### config.mk
export PLATFORM = sky130hd
export DESIGN_NAME = fetch_unit_flat
export DESIGN_NICKNAME = d
export VERILOG_FILES = /design/src/rtl/fetch_unit_if.sv /design/src/rtl/fetch_unit.sv /design/src/flat_wrapper.sv
export SDC_FILE = /design/constraint.sdc
export NUM_CORES = 1
export LEC_CHECK = 0
export BUFFER_PORTS_ARGS = -buffer_cell sky130_fd_sc_hd__buf_2
export CAP_MARGIN = 40
export CORE_ASPECT_RATIO = 1.4
export CORE_MARGIN = 2
export CORE_UTILIZATION = 45
export DETAILED_ROUTE_END_ITERATION = 8
export PLACE_DENSITY = 0.68
export SYNTH_ARGS = -nofsm -noshare
export SYNTH_HDL_FRONTEND = slang
export SYNTH_SLANG_ARGS = --single-unit
### constraint.sdc
create_clock -name clk_i -period 4.8 [get_ports clk_i]
set_clock_uncertainty 0.1 [all_clocks]
set_input_delay 0.48 -clock clk_i [delete_from_list [all_inputs] [get_ports clk_i]]
set_output_delay 0.48 -clock clk_i [all_outputs]
set_load 0.02 [all_outputs]
### src/rtl/fetch_unit_if.sv
// Instruction-memory request/acknowledge bus between the fetch unit and imem.
// The fetch unit holds the master side; the memory model holds the slave side.
interface fetch_unit_if;
    logic        imem_req;   // request outstanding
    logic [31:0] imem_addr;  // word-aligned request address
    logic        imem_ack;   // request complete, data valid this cycle
    logic [31:0] imem_data;  // instruction word

    modport master (
        output imem_req,
        output imem_addr,
        input  imem_ack,
        input  imem_data
    );

    modport slave (
        input  imem_req,
        input  imem_addr,
        output imem_ack,
        output imem_data
    );
endinterface

### src/rtl/fetch_unit.sv
// Instruction-fetch front end feeding the IF/ID pipeline register.
// Owns the PC, runs the imem request/ack handshake and presents one instruction
// at a time, honouring ID-stage hazard holds and taken-branch redirects.
// Optional feature: define IMEM_BYPASS_EN to present an acked word in the same
// cycle it arrives (one instruction per cycle with a zero-wait memory).
module fetch_unit #(
    parameter logic [31:0] RESET_PC = 32'h0000_0000
) (
    input  logic          clk_i,
    input  logic          rst_i,         // asynchronous, active low
    input  logic          start_i,
    input  logic          hazard_i,
    input  logic          branch_i,
    input  logic [31:0]   branch_pc_i,
    input  logic [11:0]   branch_imm_i,
    fetch_unit_if.master  imem,
    output logic [31:0]   pc_o,
    output logic [31:0]   inst_o,
    output logic [11:0]   pcIm_o,
    output logic          stall_o,
    output logic          flush_o
);

    typedef enum logic [1:0] {
        StIdle  = 2'd0,
        StFetch = 2'd1,
        StWait  = 2'd2,
        StDrain = 2'd3
    } state_e;

    state_e      state_q;
    logic [31:0] pc_q;
    logic [31:0] req_addr_q;
    logic [31:0] inst_q;
    logic        full_q;

    logic [31:0] branch_target;
    logic [31:0] pc_plus4;
    logic        bypass_hit;
    logic        bypass_consume;
    logic        consume;
    logic [31:0] present_word;

    // Branch target and sequential PC, both wrapping modulo 2^32.
    always_comb begin
        branch_target = branch_pc_i + {{19{branch_imm_i[11]}}, branch_imm_i, 1'b0};
        pc_plus4      = pc_q + 32'd4;
    end

    // Select what ID sees this cycle: the buffer, the bypassed ack data, or nothing.
    always_comb begin
`ifdef IMEM_BYPASS_EN
        bypass_hit = (state_q == StFetch) & imem.imem_ack & ~full_q;
`else
        bypass_hit = 1'b0;
`endif
        bypass_consume = bypass_hit & ~hazard_i & ~branch_i & start_i;
        consume        = full_q & ~hazard_i & ~branch_i & start_i;
        if (full_q) begin
            present_word = inst_q;
        end else if (bypass_hit) begin
            present_word = imem.imem_data;
        end else begin
            present_word = 32'h0;
        end
    end

    // IF/ID side outputs; pcIm is the B-type immediate field layout of the word.
    always_comb begin
        pc_o    = pc_q;
        inst_o  = present_word;
        pcIm_o  = {present_word[31], present_word[7], present_word[30:25], present_word[11:8]};
        stall_o = start_i & ~(full_q | bypass_hit);
        flush_o = branch_i & start_i;
    end

    // Memory side: request decoded from the registered state, address from its register.
    always_comb begin
        imem.imem_req  = (state_q == StFetch) || (state_q == StDrain);
        imem.imem_addr = {req_addr_q[31:2], 2'b00};
    end

    // Fetch FSM: priority is start_i low, then branch_i, then ack/consume.
    always_ff @(posedge clk_i or negedge rst_i) begin
        if (!rst_i) begin
            state_q    <= StIdle;
            pc_q       <= RESET_PC;
            req_addr_q <= RESET_PC;
            inst_q     <= 32'h0;
            full_q     <= 1'b0;
        end else if (!start_i) begin
            pc_q   <= RESET_PC;
            full_q <= 1'b0;
            // An outstanding request cannot be withdrawn; wait out its ack in DRAIN.
            if (((state_q == StFetch) || (state_q == StDrain)) && !imem.imem_ack) begin
                state_q <= StDrain;
            end else begin
                state_q <= StIdle;
            end
        end else begin
            unique case (state_q)
                StIdle: begin
                    state_q    <= StFetch;
                    req_addr_q <= pc_q;
                end
                StFetch: begin
                    if (branch_i) begin
                        pc_q <= branch_target;
                        if (imem.imem_ack) begin
                            // Acked data belongs to the wrong path; reissue at the target.
                            req_addr_q <= branch_target;
                        end else begin
                            state_q <= StDrain;
                        end
                    end else if (imem.imem_ack) begin
                        if (bypass_consume) begin
                            pc_q       <= pc_plus4;
                            req_addr_q <= pc_plus4;
                        end else begin
                            inst_q  <= imem.imem_data;
                            full_q  <= 1'b1;
                            state_q <= StWait;
                        end
                    end
                end
                StWait: begin
                    if (branch_i) begin
                        full_q     <= 1'b0;
                        pc_q       <= branch_target;
                        req_addr_q <= branch_target;
                        state_q    <= StFetch;
                    end else if (consume) begin
                        full_q     <= 1'b0;
                        pc_q       <= pc_plus4;
                        req_addr_q <= pc_plus4;
                        state_q    <= StFetch;
                    end
                end
                StDrain: begin
                    if (imem.imem_ack) begin
                        // Stale data is dropped; the next request goes to the redirected PC.
                        state_q <= StFetch;
                        if (branch_i) begin
                            pc_q       <= branch_target;
                            req_addr_q <= branch_target;
                        end else begin
                            req_addr_q <= pc_q;
                        end
                    end else if (branch_i) begin
                        pc_q <= branch_target;
                    end
                end
                default: begin
                    state_q <= StIdle;
                end
            endcase
        end
    end

    // Handshake rules: a request is held, at a stable address, until it is acked.
    property p_req_held;
        @(posedge clk_i) disable iff (!rst_i)
            (imem.imem_req && !imem.imem_ack) |=> imem.imem_req;
    endproperty
    property p_addr_stable;
        @(posedge clk_i) disable iff (!rst_i)
            (imem.imem_req && !imem.imem_ack) |=> $stable(imem.imem_addr);
    endproperty
    a_req_held:    assert property (p_req_held);
    a_addr_stable: assert property (p_addr_stable);

endmodule

### src/flat_wrapper.sv
// flat-port wrapper written by rule: the top's interface ports become plain ports
module fetch_unit_flat 
#(
    parameter logic [31:0] RESET_PC = 32'h0000_0000
)
  (clk_i, rst_i, start_i, hazard_i, branch_i, branch_pc_i, branch_imm_i, pc_o, inst_o, pcIm_o, stall_o, flush_o, imem_imem_req, imem_imem_addr, imem_imem_ack, imem_imem_data);
  fetch_unit_if imem_i ();
  input  logic clk_i;
  input  logic rst_i;
  input  logic start_i;
  input  logic hazard_i;
  input  logic branch_i;
  input  logic [31:0] branch_pc_i;
  input  logic [11:0] branch_imm_i;
  output logic [31:0] pc_o;
  output logic [31:0] inst_o;
  output logic [11:0] pcIm_o;
  output logic stall_o;
  output logic flush_o;
  output wire logic [$bits(imem_i.imem_req)-1:0] imem_imem_req;
  output wire logic [$bits(imem_i.imem_addr)-1:0] imem_imem_addr;
  input wire logic [$bits(imem_i.imem_ack)-1:0] imem_imem_ack;
  input wire logic [$bits(imem_i.imem_data)-1:0] imem_imem_data;
  assign imem_imem_req = imem_i.imem_req;
  assign imem_imem_addr = imem_i.imem_addr;
  assign imem_i.imem_ack = imem_imem_ack;
  assign imem_i.imem_data = imem_imem_data;
  fetch_unit #(.RESET_PC(RESET_PC)) u_core (.clk_i(clk_i), .rst_i(rst_i), .start_i(start_i), .hazard_i(hazard_i), .branch_i(branch_i), .branch_pc_i(branch_pc_i), .branch_imm_i(branch_imm_i), .imem(imem_i), .pc_o(pc_o), .inst_o(inst_o), .pcIm_o(pcIm_o), .stall_o(stall_o), .flush_o(flush_o));
endmodule
==> results.py <==
metrics = {
    "critical_path": {
        "critPathTopFamily": "simple AND/OR/NAND/NOR gates",
        "r2r_slack_ps": 1400,
        "slowest_delay_ps": 860,
        "path_cells": "nor2b_1, a21oi_1, o211ai_2, buf_4, nor2_1, and3_1, or3_1",
        "r2r-end": "u_core.req_addr_q[31]$_DFFE_PN0P_",
        "critPathRequiredTime_ps": 4940,
        "startpoint_type": "flop",
        "critPathCaptureType": "flop",
        "reg2reg_from": "u_core.state_q[0]$_DFFE_PN0P_",
        "crit_fanout": 30,
        "rr_worst_depth": 7,
        "critPathKind": "reg2reg",
        "worstPathArrival_ps": 3530,
        "slowest_stage": "dfrtp_1",
        "path_buf_inv": 1,
    },
    "global_route": {
        "gr-usage-all-layers_pct": 25.3,
        "antenna_found_initial": 0,
        "grt_pass1_vias": 6950,
        "grt_pass1_wl_mm": 37.1,
        "globalRouteOverflowTotal": 0,
        "grt_max_degree": 70,
    },
    "sta": {
        "setup_viol": 0,
        "max_freq_mhz": 295,
        "slew_headroom_pct": 42.4,
        "hold_violations": 0,
        "final_max_slew_viol_count": 0,
        "fin_ws_ps": 1400,
        "rsz0062_at_grt": "false",
        "tns_ps": 0,
        "period_minus_slack_ps": 3400,
        "period_share_pct": 70.7,
        "worst_pin_slew_ps": 863,
    },
    "route": {
        "routedWlPerCell_um": 18.3,
        "totalWireLength_mm": 23.6,
        "antenna_left": 0,
        "drt-pass1-iter-count": 6,
        "vias_per_cell": 5.90,
        "num_vias": 7603,
        "initialDrtViolationCount": 535,
        "drcViolationCount": 0,
    },
    "finish": {
        "syn_to_final_growth_pct": 15.9,
        "nFillCells": 1600,
        "layout-drive-gt1-share_pct": 25.4,
        "stdcell_area_mm2": 0.00902,
        "diodes": 0,
        "nets": 1194,
    },
    "synth": {
        "synth_area_mm2": 0.00778,
        "ys.flop_type": "dfrtp_1",
        "yosysMostFrequentCell": "dfrtp_1",
        "synth_top_area_share_pct": 31.2,
        "synth_area_leader_cell": "dfrtp_1",
        "synthTopCellsByArea": "dfrtp_1 31%, a21oi_1 6.1%, mux2_2 5.4%",
        "async_reset_ff_share_pct": 100,
        "synth_warnings": 0,
        "synth-edff-count": 0,
        "synth_seq_cells": 97,
        "yosysSeqAreaShare_pct": 31.2,
        "syn_area_per_cell_um2": 8.23,
        "post_synth_inst_count": 946,
        "synthTopCellsByCount": "97 x dfrtp_1, 95 x a21oi_1, 86 x nand2_1, 81 x nor2_1, 55 x o21ai_0",
        "post_synth_num_cell_types": 78,
    },
    "power": {
        "leakage_nw": 4.21,
        "powerDensity_mw_per_mm2": 356,
        "ir_worst_vdd_uv": 183,
    },
    "cts": {
        "path_clk_slew_ps": 70,
        "max-clock-path-buffers": 2,
        "cts_tree": "yes",
        "clock-root-buffer": "clkbuf_16",
        "cts_resized": 0,
        "insertion_delay_ps": 350,
        "cts_made_buffers": 9,
        "clock_sinks": 97,
        "h-tree-depth": 3,
    },
    "floorplanning": {
        "dieHeight_um": 160,
        "core_area_mm2": 0.0168,
        "die_x_um": 115,
        "start_util_pct": 46.3,
        "io_pins": 193,
        "die-area_mm2": 0.0184,
        "rows": 56,
    },
    "placement": {
        "port_buffers": 190,
        "post_dp_cell_area_mm2": 0.00873,
        "dp_hpwl_mm": 17.7,
        "pre_cts_ws_ps": 1370,
        "place.gp.congestion": 0.957,
    },
    "worst_hold_path": {
        "whs_path_depth": 2,
        "hold_class": "in2reg",
        "hold_path_startpoint": "imem_imem_data[27]",
        "min_to": "u_core.inst_q[27]$_DFFE_PN0P_",
    },
    "outcome": {
        "outcome": "finished clean",
    },
    "run": {
        "cap_violations": 0,
    },
}
## per-layer routing
| metal | share of wire [%] | vias to the layer above | track usage (%) |
|---|---|---|---|
| li1 | - | 3699 | - |
| met1 | 42 | 3564 | 32.2 |
| met2 | 49 | 295 | 42.2 |
| met3 | 6.2 | 45 | 3.08 |
| met4 | 3.6 | 0 | 11.6 |
| met5 | 0 | - | 0 |
## cells by family (layout without fill, tap and decap cells)
| kind of cell | count (synthesis) | count (layout) | share of synthesized area, % |
|---|---|---|---|
| simple gates | 341 | 341 | 22.2 |
| compound gates | 289 | 289 | 23.9 |
| flops | 97 | 97 | 31.2 |
| buf+inv | 94 | 232 | 5.59 |
| mux | 52 | 52 | 7.28 |
| xor+xnor | 40 | 40 | 4.50 |
| fa+ha+maj | 32 | 32 | 5.24 |
| other cells | 1 | 2 | 0.0482 |
## worst max path at each step
stage,startpoint,endpoint,cells after the start,slack (ps)
final,u_core.state_q[0]$_DFFE_PN0P_,u_core.req_addr_q[31]$_DFFE_PN0P_,7,1400
after global placement,branch_imm_i[11],u_core.req_addr_q[20]$_DFFE_PN0P_,10,1440
after floorplan,branch_pc_i[1],u_core.req_addr_q[25]$_DFFE_PN0P_,10,1940
after CTS,u_core.state_q[0]$_DFFE_PN0P_,u_core.req_addr_q[31]$_DFFE_PN0P_,7,1470
after detailed placement,branch_pc_i[1],u_core.req_addr_q[25]$_DFFE_PN0P_,11,1370
after global routing,u_core.state_q[0]$_DFFE_PN0P_,u_core.req_addr_q[31]$_DFFE_PN0P_,8,1210
## layout make-up
type / instances / area (um2) / share of cell area, %
Clock inverter: 4 / 26.3 / 0.291
Multi-Input combinational cell: 756 / 4930 / 54.6
Timing Repair Buffer: 205 / 1090 / 12.1
Inverter: 11 / 41.3 / 0.458
Sequential cell: 97 / 2430 / 26.9
Tap cell: 203 / 254 / 2.81
Clock buffer: 12 / 256 / 2.84
## cells in the final DEF, fill, tap and decap left out, drive strengths merged, types with 7 or more instances in the layout
master | Yosys | layout
nand4 | 16 | 16
dfrtp | 97 | 97
and3 | 7 | 7
mux2i | 15 | 15
nor2 | 81 | 81
and2 | 40 | 40
or3 | 12 | 12
o21ai | 55 | 55
inv | 10 | 11
xor2 | 18 | 18
a21oi | 95 | 95
nand2b | 10 | 10
a221oi | 14 | 14
nor3 | 20 | 20
a211oi | 9 | 9
o211ai | 7 | 7
clkbuf | 45 | 12
xnor2 | 22 | 22
a31oi | 7 | 7
buf | 38 | 204
nor2b | 11 | 11
o221ai | 8 | 8
o21a | 7 | 7
a21o | 23 | 23
mux2 | 37 | 37
ha | 31 | 31
nand3 | 33 | 33
o22ai | 13 | 13
nand2 | 86 | 86
## what timing repair did
item                      CTS  global route
hold buffers                1             0
buffers inserted            0             0
hold endpoints to repair    6             0
## power by group
part | internal [W] | switching, W | leakage [nW] | total (W)
Sequential | 0.00104 | 0.000198 | 1.21 | 0.00123
Clock | 0.000381 | 0.000322 | 0.139 | 0.000703
Combinational | 0.000509 | 0.000765 | 2.86 | 0.00127
## sequential cells by signal (all words and copies together) (netlist names)
name               cells
u_core.full_q          1
u_core.req_addr_q     30
u_core.state_q         2
u_core.inst_q         32
u_core.pc_o           32
## per-stage QoR
stage                     hold slack (ps)  util (%)  cells  power [W]
after global routing                  259      53.7   1288    0.00340
after global placement                357      51.8   1270    0.00250
final                                 265      53.7   1288    0.00321
after detailed placement              208      51.9   1271    0.00252
after CTS                             258      53.7   1288    0.00323
after floorplan                      84.4         -    947    0.00208
Note: power is estimated with default switching activity, not from simulation.
